## config.mk

```make
export PLATFORM = sky130hd
export DESIGN_NAME = pool2x2_downsampler
export DESIGN_NICKNAME = d
export VERILOG_FILES = /design/src/rtl/pool2x2_downsampler.sv
export SDC_FILE = /design/constraint.sdc
export NUM_CORES = 1
export LEC_CHECK = 0
export ABC_CLOCK_PERIOD_IN_PS = 10070
export CAP_MARGIN = 20
export CORE_MARGIN = 2
export CORE_UTILIZATION = 40
export DETAILED_ROUTE_END_ITERATION = 7
export SYNTH_ARGS = -nofsm -noshare
export SYNTH_HDL_FRONTEND = slang
export SYNTH_SLANG_ARGS = --single-unit
```

## constraint.sdc

```tcl
create_clock -name clk -period 10.07 [get_ports clk]
set_input_delay 1.5105 -clock clk [delete_from_list [all_inputs] [get_ports clk]]
set_output_delay 1.5105 -clock clk [all_outputs]
set_load 0.05 [all_outputs]
```

## src/rtl/pool2x2_downsampler.sv

```systemverilog
// pool2x2_downsampler: streaming 2x2 floor-average pooling of a raster-order frame.
// Horizontal pairs are summed into h_acc. Even rows park their pair sums in a
// half-row line buffer. Odd rows combine those sums and emit one pooled pixel
// per 2x2 block through a single output register.
//
// Handshake (both sides): a beat moves on a rising edge where valid & ready are
// both high. A source holds its data and valid stable until that beat completes.
// in_ready is combinational. Input is accepted whenever the output register is
// empty or is draining this cycle.
module pool2x2_downsampler #(
    parameter int PIXEL_BIT_WIDTH = 12,
    parameter int IN_ROWS         = 20,
    parameter int IN_COLS         = 20
) (
    input  logic                       clk,
    input  logic                       reset,
    input  logic [PIXEL_BIT_WIDTH-1:0] pixel_in,
    input  logic                       in_valid,
    output logic                       in_ready,
    output logic [PIXEL_BIT_WIDTH-1:0] pixel_out,
    output logic                       out_valid,
    input  logic                       out_ready,
    output logic                       out_last
);

    localparam int PW   = PIXEL_BIT_WIDTH;
    localparam int XW   = (IN_COLS > 1) ? $clog2(IN_COLS) : 1;
    localparam int YW   = (IN_ROWS > 1) ? $clog2(IN_ROWS) : 1;
    localparam int HALF = IN_COLS / 2;
    localparam int IW   = (HALF > 1) ? $clog2(HALF) : 1;

    logic [XW-1:0] x;
    logic [YW-1:0] y;
    logic [PW:0]   h_acc;
    logic [PW:0]   linebuf [HALF];

    logic          accept;
    logic          x_last;
    logic          y_last;
    logic          produce;
    logic [IW-1:0] lb_idx;
    logic [PW:0]   pair_sum;
    logic [PW+1:0] sum4;

    assign in_ready = !out_valid | out_ready;
    assign accept   = in_valid & in_ready;
    assign x_last   = (x == XW'(IN_COLS - 1));
    assign y_last   = (y == YW'(IN_ROWS - 1));
    // Frame dimensions are even, so the counter LSB gives column/row parity.
    assign produce  = accept & x[0] & y[0];
    assign lb_idx   = IW'(x >> 1);
    assign pair_sum = h_acc + {1'b0, pixel_in};
    assign sum4     = {1'b0, linebuf[lb_idx]} + {1'b0, pair_sum};

    // Raster position counters and left-pixel holding register; they move only on accepts.
    always_ff @(posedge clk or negedge reset) begin
        if (!reset) begin
            x     <= '0;
            y     <= '0;
            h_acc <= '0;
        end else if (accept) begin
            if (!x[0]) begin
                h_acc <= {1'b0, pixel_in};
            end
            if (x_last) begin
                x <= '0;
                y <= y_last ? '0 : y + YW'(1);
            end else begin
                x <= x + XW'(1);
            end
        end
    end

    // Line buffer of even-row pair sums; every entry is written before it is read in a frame.
    always_ff @(posedge clk) begin
        if (accept && x[0] && !y[0]) begin
            linebuf[lb_idx] <= pair_sum;
        end
    end

    // Output register: load a new result, else clear once the held result is taken.
    always_ff @(posedge clk or negedge reset) begin
        if (!reset) begin
            pixel_out <= '0;
            out_valid <= 1'b0;
            out_last  <= 1'b0;
        end else if (produce) begin
            pixel_out <= PW'(sum4 >> 2);
            out_valid <= 1'b1;
            out_last  <= x_last & y_last;
        end else if (out_ready) begin
            out_valid <= 1'b0;
            out_last  <= 1'b0;
        end
    end

endmodule

```

==> flow_metrics.tcl, run 1 <==
set metrics [dict create \
    status "completed" \
    synth_edf_count 130 \
    synthTopCellsByArea "edfxtp_1, dfrtp_1, mux4_2" \
    drv_cap 0 \
    slew_viol_final 0 \
    synth-seq-cells 166 \
    hold_viol 0 \
    nFillCells 1632 \
    cts_tree "done" \
    ant_nets 0 \
    grt_pass1_vias 4307 \
    slowest_delay_ns 0.62 \
    insertion_delay_ns 0.44 \
    numCtsBuffers 17 \
    clock-sinks 166 \
    p_per_area_nw_per_um2 379 \
    viasPerCell 5.55 \
    synth_top_area_share_pct 51.5 \
    synth.cell_area_um2 7580 \
    wire_per_inst_um 20.7 \
    synth_fp_nets 552 \
    rsz0062_at_grt "false" \
    drive_gt1_share_pct 17.1 \
    clock_skew_ns 0.00953 \
    dpl_worst_slack_ns 4.11 \
    period_share_pct 55.6 \
    setup_viol 0 \
    required_ns 10.36 \
    start_util_pct 40.7 \
    yosysSeqAreaShare_pct 63.4 \
    crit_slowest_cell "xor2_1" \
    fin_ws_ns 4.47 \
    finalPower_mw 3.33 \
    drcViolationCount 0 \
    crit_path_end_kind "flip-flop" \
    layout.nets 587 \
    yosysMostFrequentCell "edfxtp_1" \
    fin_cells 791 \
    met3_length_um 522 \
    hold_class "flip-flop to flip-flop" \
    port_buffers 30 \
    grt_pass1_wl_um 25100 \
    cts_buffer_depth 2 \
    cts.reportedPaths.clkPinSlew_ns 0.06 \
    start_kind "input pin" \
    crit_path_frequent_cell "ha_1" \
    cts-resized-gates 0 \
    dp_hpwl_um 10500 \
    regToRegSetupSlack_ns 5.61 \
    synth_top_cell_by_area "edfxtp_1" \
    fmax_mhz 178 \
    grt_use_total_pct 17.2 \
    antenna_found_initial 0 \
    die_y_um 142 \
    synth_ff_type "edfxtp_1" \
    wl_met2_um 7990 \
    hold_slack_ns 0.483 \
    gp_congestion 0.844 \
    synth_cell_type_count 57 \
    vdd_drop_max_mv 0.244 \
    synthCells 509 \
    finalSetupTns_ns 0 \
    syn_avg_cell_area_um2 14.9 \
    yosysWarningCount 0 \
    path_cells "clkdlybuf4s50_1 > ha_1 > fa_1 > a21oi_1 > nor2_1 > or2_2 > o21a_1 > o21ai_0 > nand2b_1 > xor2_1 > ha_1 > nand3_1 > nor4_1 > a211oi_1 > o41ai_1 > mux2i_1 > o21ai_1" \
    root_buffer "clkbuf_16" \
    fp-row-count 50 \
    detail_route.wirelength_um 16400 \
    ctsHoldBuffers 0 \
    diodes 0 \
    post-cts-setup-buffers 0 \
    ios 31 \
    die_area_um2 20100 \
    dp.cells 756 \
    wirelength_met1_um 7600 \
    firstDrtPassIters 4 \
    leakage_nw 3.13 \
    relSlewSlack_pct 27.1 \
    cp_max_fo 11 \
    vias 4388 \
    htreeDepth 4 \
    synth_common_cells "edfxtp_1, dfrtp_1, nand2_1" \
    drt_iter0_markers 414 \
    area_delta_synth_final_pct 15.7 \
    grt_max_degree 47 \
    arrival_ns 5.89 \
    coreArea_um2 18600 \
    tightest_slew_ns 1.09 \
    die_w_um 142 \
    overflow 0 \
    routed.top_layer "met4" \
    synthArstFlopShare_pct 21.7 \
    min_period_ns 5.60 \
    critPathKind "input pin to flip-flop" \
]
## kinds of logic (layout without fill, tap and decap cells)
logic type / Yosys count / count (layout) / share of synthesized area, %
muxes: 55 / 55 / 11.7
and+or+nand+nor: 114 / 114 / 7.56
DFF: 166 / 166 / 63.4
adders and majority gates: 27 / 27 / 4.55
buffers and inverters: 33 / 81 / 1.85
AOI/OAI and AO/OA: 92 / 92 / 8.30
xor gates and xnor gates: 22 / 22 / 2.72
## cell usage in the layout, fill, tap and decap left out, types with 4 or more instances in the layout
| cell type | n |
|---|---|
| nor3b_1 | 4 |
| inv_1 | 9 |
| mux4_2 | 24 |
| xor2_1 | 8 |
| nor2_1 | 15 |
| nand2b_1 | 5 |
| mux2_2 | 14 |
| a21o_1 | 8 |
| xnor2_1 | 13 |
| clkdlybuf4s50_1 | 29 |
| dfrtp_1 | 35 |
| o21ai_0 | 17 |
| buf_4 | 9 |
| mux2i_1 | 16 |
| clkbuf_16 | 17 |
| nand3_1 | 11 |
| inv_8 | 4 |
| edfxtp_1 | 130 |
| ha_1 | 26 |
| nand2_1 | 29 |
| nor2_2 | 4 |
| nor3_1 | 7 |
| a211oi_1 | 14 |
| a21oi_1 | 24 |
| nor2b_1 | 19 |
| inv_6 | 6 |
## area by class of cell
class / count / area [µm²] / area share (%)
inverters: 9 / 33.8 / 0.385
clock buffers: 17 / 425 / 4.85
repair buffers: 40 / 377 / 4.29
flip-flops and latches: 166 / 4810 / 54.8
clock inverters: 15 / 155 / 1.77
multi-input cells: 310 / 2690 / 30.6
well taps: 234 / 293 / 3.34
## per-layer routing
metal	vias up	track usage, %
met1	2239	24.0
met3	18	4.02
met2	80	26.9
met4	0	5.37
li1	2051	-
met5	-	0
## registers in the layout, indices dropped and copies added (netlist names)
register	count
h_acc	12
y	5
linebuf	130
out_valid	1
out_last	1
pixel_out	12
x	5
## critical path: cells and delay by family
| kind | cells | cell delay, ns |
|---|---|---|
| buf+inv | 1 | 0.42 |
| simple gates | 5 | 0.94 |
| mux | 1 | 0.23 |
| xor+xnor | 1 | 0.62 |
| fa+ha+maj | 3 | 0.99 |
| compound gates | 6 | 1.18 |
## power breakdown
group | internal [mW] | switching (mW)
sequential | 1.01 | 0.0607
clock | 0.351 | 0.289
combinational | 0.628 | 0.991
## through the flow
step	cell area, µm²	utilization, %
after floorplan	7580	-
after CTS	8750	46.9
final	8780	47.1
after detailed placement	8170	43.8
after global routing	8780	47.1
after global placement	8170	43.8
## final timing paths
| path | cells past startpoint | to | from |
|---|---|---|---|
| max | 17 | pixel_out[10]$_DFFE_PN0P_ | pixel_in[0] |
| min | 2 | pixel_out[0]$_DFFE_PN0P_ | pixel_out[0]$_DFFE_PN0P_ |
| max reg2reg | 14 | pixel_out[11]$_DFFE_PN0P_ | h_acc[4]$_DFFE_PN0P_ |
| min reg2reg | 2 | pixel_out[0]$_DFFE_PN0P_ | pixel_out[0]$_DFFE_PN0P_ |
| max in group asynchronous | 1 | x[1]$_DFFE_PN0P_ | reset |
| min in group asynchronous | 1 | y[2]$_DFFE_PN0P_ | reset |
(Power assumes the default switching activity.)
==> run 2: changes to the inputs <==
ABC_CLOCK_PERIOD_IN_PS = 5100   (was 10070)
clock period = 5.1 ns   (was 10.07 ns; I/O delays follow)
==> run 2 against run 1 <==
Compared with the run above:
- first-iteration DRC count fell by 20%
- clock-buffer cell count is 2 higher
- flip-flop and latch count did not move
- critical path depth unchanged
- register-to-register slack got worse by 4.8 ns
- core utilization up 0.50 points
- clock skew up 0.00067 ns
- critical path type unchanged
- critical endpoint unchanged
- largest cell class unchanged
==> flow_metrics.tcl, run 2 (same netlist as run 1, synthesis figures left out) <==
set metrics [dict create \
    final_common_cell "edfxtp_1" \
    arrival_ns 4.93 \
    grt_max_degree 37 \
    clock-sinks 166 \
    layout.nets 592 \
    cts.reportedPaths.clkPinSlew_ns 0.06 \
    wire_per_inst_um 20.8 \
    drt_iter0_markers 333 \
    grt_pass1_wl_um 25700 \
    path_cells "clkdlybuf4s50_1 > ha_1 > fa_1 > a21oi_1 > nor2_1 > or2_2 > o21a_1 > o21ai_0 > nand2b_1 > xor2_2 > ha_1 > nand3_1 > nor4_1 > a211oi_1 > o41ai_1 > mux2i_1 > o21ai_1" \
    crit_slowest_cell "o41ai_1" \
    top_regs "linebuf (130), h_acc (12), pixel_out (12)" \
    wl_met2_um 8120 \
    cts_buffer_depth 2 \
    diodes 0 \
    firstDrtPassIters 5 \
    dp.cells 763 \
    drv_cap 0 \
    relSlewSlack_pct 28.9 \
    fin_cells 796 \
    finalSetupTns_ns 0 \
    ctsHoldBuffers 0 \
    critPathKind "input pin to flip-flop" \
    placed_area_um2 8220 \
    fin_area_um2 8870 \
    drive_gt1_share_pct 17.6 \
    insertion_delay_ns 0.43 \
    largest_register "linebuf" \
    tightest_slew_ns 1.07 \
    port_buffers 30 \
    start_kind "input pin" \
    fmax_mhz 215 \
    coreArea_um2 18600 \
    slew_viol_final 0 \
    die_y_um 142 \
    grt_use_total_pct 17.4 \
    wirelength_met1_um 7800 \
    dp_hpwl_um 11000 \
    layout_common_cells "edfxtp_1, dfrtp_1, nand2_1, clkdlybuf4s50_1, ha_1" \
    overflow 0 \
    grt_pass1_vias 4473 \
    htreeDepth 4 \
    clock_skew_ns 0.0102 \
    die_w_um 142 \
    die_area_um2 20100 \
    period_share_pct 91.2 \
    hold_viol 0 \
    required_ns 5.38 \
    ios 31 \
    slowest_delay_ns 0.50 \
    crit_path_end_kind "flip-flop" \
    numCtsBuffers 17 \
    crit_path_frequent_cell "ha_1" \
    start_util_pct 40.7 \
    post-cts-setup-buffers 0 \
    hold_class "input pin to async pin" \
    vias 4361 \
    rsz0062_at_grt "false" \
    min_period_ns 4.65 \
    status "completed" \
    cp_max_fo 11 \
    fp-row-count 50 \
    final_util_pct 47.6 \
    setup_viol 0 \
    area_delta_synth_final_pct 17.0 \
    detail_route.wirelength_um 16600 \
    antenna_found_initial 0 \
    largest_reg_flops 130 \
    viasPerCell 5.48 \
    routed.top_layer "met4" \
    cts_tree "done" \
    met3_length_um 400 \
    root_buffer "clkbuf_16" \
    ant_nets 0 \
    gp_congestion 0.824 \
    drcViolationCount 0 \
]
run 2: changes by cell type in the layout (fill, tap and decap cells not counted), sizes merged:
cell      delta
clkinvlp     -2
inv          -6
bufinv       +3
buf          +5
clkbuf       +2
clkinv       +3
run 2: cell type report:
type                       instances  area [µm²]
tap                              234         293
clock buffer                      19         433
inverter                           9        33.8
timing repair buffer              45         414
multi-input combinational        310        2700
fill                            1581        9770
clock inverter                    13         195
sequential                       166        4810
run 2: timing repair:
item / in CTS / in global routing
endpoints found under the setup margin: 0 / 1
hold endpoints to repair: 0 / 0
resized for setup: 0 / 1
run 2: layer usage:
layer	vias to the layer above	global-route usage (%)
met5	-	0
met4	0	6.00
met3	18	3.17
met2	71	28.2
met1	2213	23.7
li1	2059	-
run 2: per-stage QoR:
| step | worst slack (ns) | hold WS (ns) |
|---|---|---|
| 2_1_floorplan | 0.851 | 0.469 |
| 3_3_place_gp | 0.0460 | 0.468 |
| 3_5_place_dp | -0.170 | 0.475 |
| 4_1_cts | 0.283 | 0.460 |
| 5_1_grt | 0.127 | 0.492 |
| 6_report | 0.450 | 0.438 |
run 2: critical path, delay by kind of cell:
family,cells,cell delay (ns)
XOR/XNOR,1,0.38
buffers and inverters,1,0.43
AO/OA/AOI/OAI,6,1.24
multiplexers,1,0.23
AND/OR/NAND/NOR,5,0.94
adder cells (fa/ha/maj),3,0.93
run 2: final timing paths:
kind,startpoint,endpoint,slack (ns),depth (start not counted)
max reg2reg,x[1]$_DFFE_PN0P_,pixel_out[11]$_DFFE_PN0P_,0.80,11
min reg2reg,pixel_out[4]$_DFFE_PN0P_,pixel_out[4]$_DFFE_PN0P_,0.48,2
max,pixel_in[0],pixel_out[10]$_DFFE_PN0P_,0.45,17
min in group clk,pixel_out[4]$_DFFE_PN0P_,pixel_out[4]$_DFFE_PN0P_,0.48,2
min,reset,y[4]$_DFFE_PN0P_,0.44,1
max in group asynchronous,reset,x[1]$_DFFE_PN0P_,4.10,1
Power of run 2 is not shown: default switching activity piles up to over one toggle a cycle in this logic, so the estimate is an artifact.
